### src/rtl/xray_frame_sequencer.sv
// xray_frame_sequencer
// ---------------------------------------------------------------------------
// Drives one X-ray sensor frame from the system clock. A frame has three
// phases: a sensor reset phase (SENRST high), an integration phase and a
// pixel readout phase. SENCLK is generated only while a frame runs. Each
// readout period issues one ADC SAMPLE strobe together with its pixel index.
// In continuous mode the next frame follows directly after the current one.
//
// Ports
//   CLK        in   system clock (100 MHz nominal)
//   RST        in   synchronous reset, active-high, overrides all inputs
//   START      in   begin a frame (looked at only while idle)
//   CONT       in   continuous mode (looked at in the DONE cycle)
//   ABORT      in   terminate the current frame, back to idle
//   SENCLK     out  sensor pixel clock
//   SENRST     out  sensor reset
//   SAMPLE     out  one-cycle ADC capture strobe
//   PIX_IDX    out  index of the pixel being sampled
//   BUSY       out  high whenever the sequencer is not idle
//   FRAME_DONE out  one-cycle pulse at frame end
//
// SAMPLE and FRAME_DONE are plain single-cycle strobes. The consumer must
// capture them on the cycle they are high, because there is no back-pressure.
// The FSM state (state_q) is a named enum register so that it can be
// observed hierarchically.
// ---------------------------------------------------------------------------
module xray_frame_sequencer #(
  parameter int HALF_PER   = 1250,
  parameter int RST_PER    = 8,
  parameter int INT_PER    = 256,
  parameter int NPIX       = 64,
  parameter int SAMPLE_DLY = 625,
  parameter int IDXW       = 8
) (
  input  logic            CLK,
  input  logic            RST,
  input  logic            START,
  input  logic            CONT,
  input  logic            ABORT,
  output logic            SENCLK,
  output logic            SENRST,
  output logic            SAMPLE,
  output logic [IDXW-1:0] PIX_IDX,
  output logic            BUSY,
  output logic            FRAME_DONE
);

  localparam int HCW  = (HALF_PER > 1) ? $clog2(HALF_PER) : 1;
  localparam int PMAX = (RST_PER > INT_PER) ? ((RST_PER > NPIX) ? RST_PER : NPIX)
                                            : ((INT_PER > NPIX) ? INT_PER : NPIX);
  localparam int PCW  = $clog2(PMAX + 1);

  typedef enum logic [2:0] {
    S_IDLE    = 3'd0,
    S_RESET   = 3'd1,
    S_INTEG   = 3'd2,
    S_READOUT = 3'd3,
    S_DONE    = 3'd4
  } state_t;

  state_t            state_q, state_d;
  logic [HCW-1:0]    hc_q, hc_d;
  logic [PCW-1:0]    pc_q, pc_d;
  logic              senclk_q, senclk_d;
  logic              senrst_q, senrst_d;
  logic              sample_q, sample_d;
  logic [IDXW-1:0]   pix_q, pix_d;
  logic              busy_q, busy_d;
  logic              fdone_q, fdone_d;

  logic              running;
  logic              hc_wrap;
  logic              pend;

  assign running = (state_q == S_RESET) || (state_q == S_INTEG) || (state_q == S_READOUT);
  assign hc_wrap = (hc_q == HCW'(HALF_PER - 1));
  // A period ends when SENCLK toggles from high to low.
  assign pend    = running && hc_wrap && senclk_q;

  always_comb begin
    state_d  = state_q;
    hc_d     = hc_q;
    pc_d     = pc_q;
    senclk_d = senclk_q;
    senrst_d = senrst_q;
    sample_d = 1'b0;
    pix_d    = pix_q;
    busy_d   = busy_q;
    fdone_d  = 1'b0;

    if (running) begin
      if (hc_wrap) begin
        hc_d     = '0;
        senclk_d = ~senclk_q;
      end else begin
        hc_d = hc_q + 1'b1;
      end
      if (pend) begin
        pc_d = pc_q + 1'b1;
      end
    end

    case (state_q)
      S_IDLE: begin
        if (START) begin
          state_d  = S_RESET;
          senrst_d = 1'b1;
          busy_d   = 1'b1;
          hc_d     = '0;
          pc_d     = '0;
          senclk_d = 1'b0;
        end
      end
      S_RESET: begin
        if (pend && (pc_q == PCW'(RST_PER - 1))) begin
          state_d  = S_INTEG;
          senrst_d = 1'b0;
          pc_d     = '0;
        end
      end
      S_INTEG: begin
        if (pend && (pc_q == PCW'(INT_PER - 1))) begin
          state_d = S_READOUT;
          pc_d    = '0;
        end
      end
      S_READOUT: begin
        // hc restarts at 0 on the rising edge of SENCLK. hc==SAMPLE_DLY-1
        // therefore registers the strobe SAMPLE_DLY cycles after that edge.
        sample_d = senclk_q && (hc_q == HCW'(SAMPLE_DLY - 1));
        if (pend) begin
          pix_d = pix_q + 1'b1;
          if (pc_q == PCW'(NPIX - 1)) begin
            state_d = S_DONE;
            pc_d    = '0;
            fdone_d = 1'b1;
          end
        end
      end
      S_DONE: begin
        senclk_d = 1'b0;
        hc_d     = '0;
        pc_d     = '0;
        pix_d    = '0;
        if (CONT) begin
          state_d  = S_RESET;
          senrst_d = 1'b1;
        end else begin
          state_d = S_IDLE;
          busy_d  = 1'b0;
        end
      end
      default: begin
        state_d = S_IDLE;
      end
    endcase

    // ABORT wins over START/CONT. When ABORT and START arrive together in
    // IDLE, the sequencer therefore stays idle.
    if (ABORT) begin
      state_d  = S_IDLE;
      hc_d     = '0;
      pc_d     = '0;
      senclk_d = 1'b0;
      senrst_d = 1'b0;
      sample_d = 1'b0;
      pix_d    = '0;
      busy_d   = 1'b0;
      fdone_d  = 1'b0;
    end
  end

  always_ff @(posedge CLK) begin
    if (RST) begin
      state_q  <= S_IDLE;
      hc_q     <= '0;
      pc_q     <= '0;
      senclk_q <= 1'b0;
      senrst_q <= 1'b0;
      sample_q <= 1'b0;
      pix_q    <= '0;
      busy_q   <= 1'b0;
      fdone_q  <= 1'b0;
    end else begin
      state_q  <= state_d;
      hc_q     <= hc_d;
      pc_q     <= pc_d;
      senclk_q <= senclk_d;
      senrst_q <= senrst_d;
      sample_q <= sample_d;
      pix_q    <= pix_d;
      busy_q   <= busy_d;
      fdone_q  <= fdone_d;
    end
  end

  assign SENCLK     = senclk_q;
  assign SENRST     = senrst_q;
  assign SAMPLE     = sample_q;
  assign PIX_IDX    = pix_q;
  assign BUSY       = busy_q;
  assign FRAME_DONE = fdone_q;

endmodule

### config.mk
export PLATFORM = sky130hd
export DESIGN_NAME = xray_frame_sequencer
export DESIGN_NICKNAME = d
export VERILOG_FILES = /design/src/rtl/xray_frame_sequencer.sv
export SDC_FILE = /design/constraint.sdc
export NUM_CORES = 1
export LEC_CHECK = 0
export ABC_AREA = 1
export CAP_MARGIN = 40
export CORE_MARGIN = 8
export CORE_UTILIZATION = 60
export DETAILED_ROUTE_END_ITERATION = 6
export PLACE_DENSITY_LB_ADDON = 0.25
export SLEW_MARGIN = 20
export SYNTH_ARGS = -nofsm -noshare
export SYNTH_HDL_FRONTEND = slang
export SYNTH_SLANG_ARGS = --single-unit
export TNS_END_PERCENT = 100
### constraint.sdc
create_clock -name CLK -period 3.46 [get_ports CLK]
set_input_delay 0.346 -clock CLK [delete_from_list [all_inputs] [get_ports CLK]]
set_output_delay 0.346 -clock CLK [all_outputs]
set_load 0.005 [all_outputs]
After elaboration in Yosys (flattened, before gate mapping)
Cells that the tools add are included.
- $add $sub $neg: 3
- reductions and logical operators: 18
- muxes and demuxes: 32
- bitwise gates (word level): 3
- equal/unequal tests: 16
- operators with widths (cell ; count):
    two-way mux 9 bit ; 7
    case mux 9 bit (5 select lines) ; 1
    two-way mux 11 bit ; 3
    case mux 11 bit (2 select lines) ; 1
    case mux 8 bit (2 select lines) ; 1
    two-way mux 3 bit ; 5
    case mux 3 bit (5 select lines) ; 1
    adder 11 x 1 -> 11 bit (second input constant) ; 1
    == test 11 x 10 -> 1 bit (second input constant) ; 1
    == test 11 bit (second input constant) ; 1
    adder 9 x 1 -> 9 bit (second input constant) ; 1
    == test 9 x 3 -> 1 bit (second input constant) ; 1
    == test 9 x 6 -> 1 bit (second input constant) ; 1
    == test 9 x 8 -> 1 bit (second input constant) ; 1
    two-way mux 1 bit ; 9
    adder 8 x 1 -> 8 bit (second input constant) ; 1
    two-way mux 8 bit ; 1
    != test 2 bit (second input constant) ; 4
    == test 3 x 2 -> 1 bit (second input constant) ; 2
    != test 2 x 1 -> 1 bit (second input constant) ; 3
    logical AND 1 bit ; 5
    AND reduction 5 bit ; 1
    case mux 1 bit (2 select lines) ; 2
    AND reduction 4 bit ; 1
    other kinds (13) ; 17
- register bits after elaboration: 36
- output and inout bits: 13

Longest topological paths before layout
- word-level depth: 10
- depth in mapped cells: 13
- depth with buffers taken out: 13

Worst setup path before layout
Ideal clock, no wire load.
- path type: reg2reg
- start point: register pc_q[0]
- end point: register pc_q[8]
- slack: 1.858 ns
- stages on the path, launching flop included: 13
- library setup time: 0.117 ns
- period minus slack after synthesis: 1.602 ns
- path buffers: 0
- arrival: 1.485 ns
- data required time: 3.343 ns
- cell sequence: dfxtp_1 -> ha_1 -> nand2_1 -> nor2_1 -> and3_1 -> ha_1 -> nand3_1 -> nand2_1 -> nand2_1 -> inv_1 -> nand3_1 -> nand2_2 -> nor2_1
- word-level cells in the longest chain between the ends: 6
- elaborated cells between the ends (all ways): 14
- classes of those cells: add/sub (1); eq/ne (3); mux (8); reduce/logical (2)
- ends and longest elaborated chain (item ; line ; source):
    from (decl) ; 63 ; logic [PCW-1:0] pc_q, pc_d;
    from (signal assigned) ; 187 ; pc_q <= pc_d;
    adder 9 x 1 -> 9 bit ; 99 ; pc_d = pc_q + 1'b1;
    two-way mux 9 bit ; 98 ; if (pend) begin
    two-way mux 9 bit ; 91 ; if (running) begin
    two-way mux 9 bit ; 133 ; if (pc_q == PCW'(NPIX - 1)) begin
    two-way mux 9 bit ; 131 ; if (pend) begin
    case mux 9 bit (5 select lines) * ; 103 ; case (state_q)
Every way passes the cells marked *; elsewhere a longest branch is shown, timed or not.
A chain may end at the register's enable or synchronous reset.

Worst setup path after layout
- start point: register hc_q[1]
- end point: register pc_q[3]
- word-level cells in the longest chain between the ends: 8
- elaborated cells between the ends (all ways): 13
- classes of those cells: eq/ne (1); mux (8); reduce/logical (4)
- ends and longest elaborated chain (item ; line ; source):
    from (decl) ; 62 ; logic [HCW-1:0] hc_q, hc_d;
    from (signal assigned) ; 176 ; hc_q <= '0;
    from (signal assigned) ; 186 ; hc_q <= hc_d;
    == test 11 bit * ; 76 ; assign hc_wrap = (hc_q == HCW'(HALF_PER - 1));
    logical AND 1 bit * (2 in series) ; 78 ; assign pend = running && hc_wrap && senclk_q;
    two-way mux 9 bit ; 98 ;
    two-way mux 9 bit ; 91 ;
    two-way mux 9 bit ; 133 ;
    two-way mux 9 bit ; 131 ;
    case mux 9 bit (5 select lines) * ; 103 ;
Marks and branches as above.

==> impl_metrics.yaml <==
outcome:
  status: "finished clean"
logic_synthesis:
  syn_area_um2: 1890
  synth_cells: 263
  ys_warn_count: 0
  synthTopCellsByArea: "dfxtp_1 38%, nand2_1 9.3%, nor2_1 8.3%"
  yosysTopAreaCellShare: 0.382
  synth.avg_cell_area_um2: 7.18
  synth_top_family_by_area: "simple AND/OR/NAND/NOR gates"
  syn-num-nets: 274
  yosys.area_share.adder: 0.0398
  yosysSeqAreaShare: 0.382
  muxShareOfSynthArea: 0.00530
  ys_ff_latch: 36
  synth_top_area_cell: "dfxtp_1"
  synth_compound_area_frac: 0.0861
  synthDistinctLibCells: 31
  synthSimpleGateAreaFrac: 0.372
  synth_xor_area_frac: 0.0371
pwr:
  ir_drop_mv: 0.259
  total_power_mw: 0.721
  cellPowerDensity_nw_per_um2: 331
  leakage_nw: 0.858
critical_path:
  cp.required_ns: 3.69
  rrSetupSlack_ns: 1.53
  cp-endpoint: "pc_q[3]"
  start_kind: "flop"
  crit_path_end_kind: "flop"
  critical_path_arrival_ns: 2.15
  reg2reg_depth: 11
  crit_start: "hc_q[1]"
  slowest_stage: "dfxtp_1"
  worst-setup-path-type: "reg -> reg"
  worstReg2RegEnd: "pc_q[3]"
  cp_cell_sequence: "inv_1, ha_1, nand2_1, nor2_1, nand2_2, nor2_4, nand3_1, a21oi_2, nand3_1, nand2_2, nor2_1"
  crit_path_max_incr_delay_ns: 0.33
  critPathMaxFanout: 9
  r2r_start: "hc_q[1]"
clock_network:
  root_buffer: "clkbuf_4"
  clk_pin_slew_ns: 0.10
  cts_tree: "yes"
  cts_setup_buffers: 0
  cts_buffers: 5
  holdBufCountCts: 0
  cts_num_sinks: 36
  cts_max_level: 2
  worstSkewPairLatency_ns: 0.34
  cts_resized: 0
  cts_buffer_depth: 2
timing:
  setup_viol: 0
  final.setup_skew_ns: 0.0119
  slew_headroom: 0.720
  rsz0062_at_grt: "no"
  timing.setup.tns_ns: 0
  period_needed_ns: 1.93
  slew_viol_final: 0
  period_share: 0.557
  hold_viol_final: 0
  fmax_ghz: 0.519
  tightest_slew_ns: 0.418
  timing.final.ws_setup_ns: 1.53
floorplanning:
  ios: 18
  coreArea_um2: 3030
  die_h_um: 72.1
  dieArea_um2: 5200
  die_w_um: 72.1
  initial_utilization: 0.624
  rows: 20
global_route:
  grt_pass1_vias: 1608
  antenna_found_initial: 0
  grt_max_degree: 11
  grt_use_total: 0.152
  gr-total-overflow: 0
  grt_pass1_wl_mm: 6.38
cells_and_area:
  fillers: 247
  stdcell_count: 331
  drive_gt1_frac: 0.125
  fin_nets: 298
  antenna_cells: 0
  syn_to_final_growth_pct: 15.4
  utilization: 0.719
placed_design:
  dp_cells: 324
  hpwlAfterDp_mm: 2.90
  portBuffers: 17
  globalplace.congestion: 0.871
  pre_cts_slack_ns: 1.48
route:
  drc: 0
  drtAntennaViolNets: 0
  dr.pass1.iters: 4
  wirelength_mm: 3.74
  avgViaCountPerCell: 5.07
  wire_per_inst_um: 11.3
  vias: 1678
  drtIter0Drc: 88
min_path:
  hold_path_class: "reg -> reg"
  worstHoldStart: "hc_q[9]"
job:
  drv_cap: 0
==> sequential cells by signal (all words and copies together) (netlist names) <==
register	count
BUSY	1
pc_q	9
state_q	3
FRAME_DONE	1
SAMPLE	1
hc_q	11
SENRST	1
SENCLK	1
PIX_IDX	8
==> per-stage QoR <==
| step | instance area, um2 | hold WS, ns |
|---|---|---|
| final | 2180 | 0.476 |
| after global routing | 2180 | 0.504 |
| after CTS | 2180 | 0.488 |
| after detailed placement | 2110 | 0.478 |
| after global placement | 2110 | 0.479 |
| after floorplan | 1890 | 0.445 |
==> cells in the final DEF (no fill, tap or decap), drive strengths merged <==
cell type and count:
clkinv 1, nor3b 1, inv 38, nand2 54
nor4 2, a211oi 1, dfxtp 36, or2 2
o21bai 1, ha 6, and3 2, nor3 13
nor2 50, nand4 3, o21ai 11, mux2i 1
xnor2 3, a21oi 16, nand3b 1, clkbuf 7
clkdlybuf4s50 17, nand3 16, xor2 5
==> metal layers <==
layer | up-vias | part of all wire | track usage
met1 | 751 | 0.47 | 0.171
met2 | 34 | 0.46 | 0.250
met4 | 0 | 0.023 | 0.0839
li1 | 883 | - | -
met3 | 10 | 0.044 | 0.0482
met5 | - | 0 | 0
==> how the worst min path moves through the flow <==
stage / end / slack, ns / cells past startpoint
floorplan: SAMPLE / 0.44 / 2
global placement: PIX_IDX[4] / 0.48 / 2
detailed placement: SAMPLE / 0.48 / 2
CTS: SAMPLE / 0.49 / 2
global route: SAMPLE / 0.50 / 2
finish: SAMPLE / 0.48 / 2
==> power breakdown <==
| group | internal [mW] | leakage [nW] | switching (mW) |
|---|---|---|---|
| logic | 0.0190 | 0.530 | 0.0342 |
| registers | 0.417 | 0.290 | 0.00294 |
| clock network | 0.115 | 0.0374 | 0.132 |
==> worst max-delay path: cells and delay by family (launching register included) <==
| kind | cells | cell delay (ns) |
|---|---|---|
| and+or+nand+nor | 8 | 0.99 |
| DFF | 1 | 0.33 |
| AOI/OAI and AO/OA | 1 | 0.21 |
| adders and majority gates | 1 | 0.16 |
| buffers and inverters | 1 | 0.13 |
==> area by class of cell <==
| cell class | instances | area, um2 | share of cell area |
|---|---|---|---|
| tap | 44 | 55.1 | 0.0253 |
| timing repair buffer | 17 | 170 | 0.0781 |
| multi-input combinational | 188 | 1020 | 0.469 |
| clock buffer | 7 | 65.1 | 0.0299 |
| inverter | 39 | 146 | 0.0672 |
| sequential | 36 | 721 | 0.331 |
==> cells in the mapped netlist <==
library cell	n
a211oi_2	1
a21oi_1	14
a21oi_2	2
and3_1	2
clkinv_1	1
dfxtp_1	36
ha_1	6
inv_1	33
inv_2	5
mux2i_1	1
nand2_1	47
nand2_2	6
nand2_4	1
nand3_1	15
nand3_4	1
nand3b_1	1
nand4_1	3
nor2_1	42
nor2_2	6
nor2_4	2
nor3_1	9
nor3_2	3
nor3_4	1
nor3b_2	1
nor4_1	2
o21ai_0	10
o21ai_1	1
o21bai_1	1
or2_0	2
xnor2_1	3
xor2_1	5
==> logic make-up after synthesis <==
group,count (synthesis)
AOI/OAI and AO/OA,29
buffers and inverters,39
xor gates and xnor gates,8
DFF,36
muxes,1
and+or+nand+nor,144
adders and majority gates,6
Power figures use the tool's default switching activity.
==> patch 1, RTL diff (same flow settings) <==
Set the parameter `NPIX` to 128 (it was 64).
--- a/src/rtl/xray_frame_sequencer.sv
+++ b/src/rtl/xray_frame_sequencer.sv
@@ -28,7 +28,7 @@
   parameter int HALF_PER   = 1250,
   parameter int RST_PER    = 8,
   parameter int INT_PER    = 256,
-  parameter int NPIX       = 64,
+  parameter int NPIX       = 128,
   parameter int SAMPLE_DLY = 625,
   parameter int IDXW       = 8
 ) (
Check against the original RTL: same outputs for any inputs over 10 cycles, from zero or initial values; that may be too few to reach the edited logic, so the function may still have changed.
==> patch 1 against the original RTL <==
  * Design area is 6.6% higher
  * Largest power group unchanged
  * Sequential cell count stayed put
  * Count of clock-buffer cells in the layout is 1 higher
  * Combinational power is 13% higher
  * Utilization is 1.8 points lower
  * Largest cell class unchanged
  * Die area is 6.1% higher
  * Area after synthesis is 7.9% higher
  * Routed wire length is 14% higher
  * Total power is 0.53% higher
  * Non-clock buffer count is 1 higher
  * Setup slack worse by 0.015 ns
==> patch 1: results (changes against the original RTL) <==
- Synth top cells by count: nand2_1, nor2_1, inv_1
- Crit path arrival time: 2.18 ns (+0.03 ns)
- Max H-tree Level: 2 (unchanged)
- Antenna Diode Count: 0 (unchanged)
- Clock skew: 0.003615 ns (-0.008326 ns)
- Gr usage total: 17.38% (+2.1 points)
- Fin crit share: 56.12% (+0.44 points)
- RePlAce Congestion: 0.8928 (+2.5%)
- Vias per cell: 5.215 (+2.9%)
- Final WL: 4264 um (+14%)
- Top reg by flops: hc_q
- Synth Area in XOR/XNOR: 3.440% (-0.27 points)
- Share of layout cells above drive strength 1: 6.832% (-5.7 points)
- Post-place setup slack: 1.501 ns (+0.01644 ns)
- Worst r2r path cells: 11 (unchanged)
- Mux cell area share after synthesis: 0% (-0.53 points)
- Dpl hpwl: 3209 um (+10%)
- Syn_nets: 309 (+13%)
- Routed via count: 1,919 (+14%)
- Internal power: 538.6 uW (-2.3%)
- Worst-skew pair later-pin latency: approximately 0.35 ns
- Drt first-iter violations: 125 (+42%)
- Lkg Pwr: 0.9685 nW (+13%)
- Placed Cells incl. Taps: 360 (+11%)
- CP Launch Point: pc_q[0]$_SDFF_PP0_
- Post-layout nets: 332 (+11%)
- Worst r2r dst: pc_q[1]$_SDFF_PP0_
- Vias in the first global route: 1,802 (+12%)
- First-pass GRT wire length: 7652 um (+20%)
- Top post-synthesis cells by area: dfxtp_1, nand2_1, nor2_1, inv_1, nand3_1
- Largest net degree at the start of global routing: 15 (+4)
- Status: finished, final reports clean
- Mean Syn Cell Area: 6.835 um^2 (-4.8%)
- Peak supply drop: 0.2310 mV (-11%)
- Sequential element share of the synthesized area: 35.38% (-2.8 points)
- Post-Synth Adder-Cell Area: 3.686% (-0.29 points)
- Least-Margin Pin Slew: 0.5592 ns (+0.1413 ns)
-- patch 1: cell count changes after synthesis, moves of 4 or more --
cell,before,now
nor2_2,6,1
nand2_2,6,2
inv_1,33,44
nand3_1,15,30
nand4_1,3,8
nand2_1,47,55
nor2_1,42,49
inv_2,5,1
-- patch 1: how the worst min path moves through the flow --
| stage | start | to | slack [ns] | depth (start not counted) |
|---|---|---|---|---|
| 6_report | hc_q[9]$_SDFF_PP0_ | SAMPLE$_SDFF_PP0_ | 0.48 | 2 |
| 5_1_grt | hc_q[9]$_SDFF_PP0_ | SAMPLE$_SDFF_PP0_ | 0.51 | 2 |
| 4_1_cts | hc_q[9]$_SDFF_PP0_ | SAMPLE$_SDFF_PP0_ | 0.48 | 2 |
| 3_5_place_dp | hc_q[9]$_SDFF_PP0_ | SAMPLE$_SDFF_PP0_ | 0.46 | 2 |
| 3_3_place_gp | BUSY$_SDFFE_PP0P_ | BUSY$_SDFFE_PP0P_ | 0.46 | 2 |
| 2_1_floorplan | hc_q[9]$_SDFF_PP0_ | SAMPLE$_SDFF_PP0_ | 0.44 | 2 |
-- patch 1: cell type report --
cell class	instances	area (um^2)	share of cell area (%)
inverter	47	178.9	7.705
sequential	36	720.7	31.03
multi-input combinational	213	1129	48.60
timing repair buffer	18	177.7	7.651
tap	46	57.56	2.478
clock buffer	8	58.81	2.532
-- patch 1: cells by family after synthesis --
| kind of cell | after synthesis |
|---|---|
| AND/OR/NAND/NOR | 170 |
| buffers and inverters | 49 |
| flip-flops | 36 |
| AO/OA/AOI/OAI | 29 |
| XOR/XNOR | 8 |
| adder cells (fa/ha/maj) | 6 |
-- patch 1: power groups by stage --
| stage | clock, mW | sequential [mW] | combinational [mW] |
|---|---|---|---|
| after CTS | 0.247 | 0.420 | 0.0602 |
| after floorplan | 0 | 0.429 | 0.0407 |
| after detailed placement | 0 | 0.430 | 0.0600 |
| final | 0.245 | 0.420 | 0.0599 |
| after global routing | 0.266 | 0.421 | 0.0681 |
| after global placement | 0 | 0.430 | 0.0587 |
-- patch 1: worst max-delay path, stage by stage (launching register included) --
cell,delay (ns)
dfxtp_1,0.41
ha_1,0.22
nand2_1,0.07
inv_1,0.09
nand2_1,0.10
nor2_1,0.10
ha_1,0.14
nand3_1,0.08
nand2_1,0.08
nand2_1,0.12
nor3_4,0.34
nor2_1,0.07
-- patch 1: per-layer routing --
layer	GRT usage (%)	up-vias	share of wire (%)
li1	-	1004	-
met5	0	-	0
met4	6.739	0	1.3
met1	19.92	866	46
met3	4.852	6	6.2
met2	29.79	43	47
==> patch 2, RTL diff (config.mk and constraints unchanged) <==
Without the edit above. Remove the register `fdone_q`: a continuous assignment takes its place, so the output `FRAME_DONE` follows one clock earlier.
--- a/src/rtl/xray_frame_sequencer.sv
+++ b/src/rtl/xray_frame_sequencer.sv
@@ -180,7 +180,6 @@
       sample_q <= 1'b0;
       pix_q    <= '0;
       busy_q   <= 1'b0;
-      fdone_q  <= 1'b0;
     end else begin
       state_q  <= state_d;
       hc_q     <= hc_d;
@@ -190,9 +189,10 @@
       sample_q <= sample_d;
       pix_q    <= pix_d;
       busy_q   <= busy_d;
-      fdone_q  <= fdone_d;
     end
   end
+
+  assign fdone_q = fdone_d;
 
   assign SENCLK     = senclk_q;
   assign SENRST     = senrst_q;
Behaviour: same outputs for any inputs over 10 cycles, from zero or initial values; that may be too few to reach the edited logic, so the function may still have changed.
==> patch 2 against the original RTL <==
  * Design area grew 2.9%
  * Total power grew 3.9%
  * Largest power group unchanged
  * Die area grew 2.5%
  * Final cell count grew 1.8%
  * First-iteration DRC count grew 76%
  * Area after synthesis grew 3.2%
  * Setup slack lost 0.80 ns
  * Sequential cell count shrank 1
  * Routed wire length grew 3.4%
  * Global-route usage grew 0.69 points
  * Largest cell class unchanged
==> patch 2: results (changes against the original RTL) <==
- Status: finished, final reports clean
- Synth top cells by count: nand2_1, nor2_1, inv_1
- Met3 Usage GRT: 3.434% (-1.4 points)
- Peak supply drop: 0.2027 mV (-22%)
- Clock-cell share: 3.183% (+0.20 points)
- Gr usage total: 15.92% (+0.69 points)
- Drt first-iter violations: 155 (+76%)
- Net Sw Frac: 23.12% (-0.40 points)
- Grt met2 use: 26.81% (+1.8 points)
- Multi-input combinational cell count: 189 (+0.53%)
- Hold endpoint: BUSY$_SDFFE_PP0P_
- Non-clock buffer share of cell area: 7.594% (-0.22 points)
- Multi-input logic area: 1074 um^2 (+5.1%)
- Inverter count: 45 (+15%)
- Hold path start: BUSY$_SDFFE_PP0P_
- Top post-synthesis cells by area: dfxtp_1, nand2_1, nor2_1, inv_1, nand3_1
- Met1 Usage GRT: 18.16% (+1.1 points)
- DR WL/cell: 11.49 um (+1.6%)
- Clock skew: 0.01180 ns (-0.0001426 ns)
- Dpl hpwl: 3004 um (+3.4%)
- Post-Synth Adder-Cell Area: 3.851% (-0.13 points)
- Placed Cells incl. Taps: 330 (+1.9%)
- Final hold slack: 0.4789 ns (+0.002721 ns)
- Metal3 WL: 168 um (+3.1%)
- Core Region: 3078 um^2 (+1.7%)
- Reg2reg setup slack: 1.59 ns (+0.06 ns)
- Mux cell area share after synthesis: 0.5135% (-0.017 points)
- Utilization after layout: 72.80% (+0.86 points)
- Sequential element share of the synthesized area: 35.94% (-2.2 points)
- Slowest-stage cell, CP: clkdlybuf4s50_1
- # clk buffers: 6 (-1)
- Crit path arrival time: 2.38 ns (+0.23 ns)
- Slew margin rel.: 71.17% (-0.86 points)
- Share of layout cells above drive strength 1: 11.95% (-0.60 points)
- Finished Layout Cells: 337 (+1.8%)
[patch 2: cell count changes after synthesis, sizes merged, moves of 2 or more]
| cell | unedited run | this run |
|---|---|---|
| nand2 | 54 | 46 |
| nand3 | 16 | 24 |
| inv | 38 | 44 |
| and3 | 2 | 0 |
| nand4 | 3 | 5 |
| nor2 | 50 | 48 |
| xnor2 | 3 | 1 |
| xor2 | 5 | 7 |
[patch 2: power groups by stage]
stage	Sequential [mW]	Combinational [mW]	Clock (mW)
2_1_floorplan	0.418	0.0413	0
3_3_place_gp	0.418	0.0573	0
3_5_place_dp	0.418	0.0588	0
4_1_cts	0.409	0.0594	0.288
5_1_grt	0.409	0.0664	0.305
6_report	0.408	0.0591	0.282
[patch 2: cells by family after synthesis]
group,count (synthesis)
and+or+nand+nor,143
buffers and inverters,46
DFF,35
AOI/OAI and AO/OA,31
xor gates and xnor gates,8
adders and majority gates,6
muxes,1
[patch 2: tightest hold or removal path, stage by stage (launching register included)]
cell,delay (ns)
dfxtp_1,0.32
o21ai_0,0.06
a21oi_1,0.06
[patch 2: worst max-delay path by stage]
stage,startpoint,to,cells after the start
5_1_grt,hc_q[1]$_SDFF_PP0_,FRAME_DONE,9
3_3_place_gp,hc_q[1]$_SDFF_PP0_,FRAME_DONE,9
6_report,hc_q[1]$_SDFF_PP0_,FRAME_DONE,9
4_1_cts,hc_q[1]$_SDFF_PP0_,FRAME_DONE,9
3_5_place_dp,hc_q[1]$_SDFF_PP0_,FRAME_DONE,9
2_1_floorplan,hc_q[1]$_SDFF_PP0_,FRAME_DONE,8
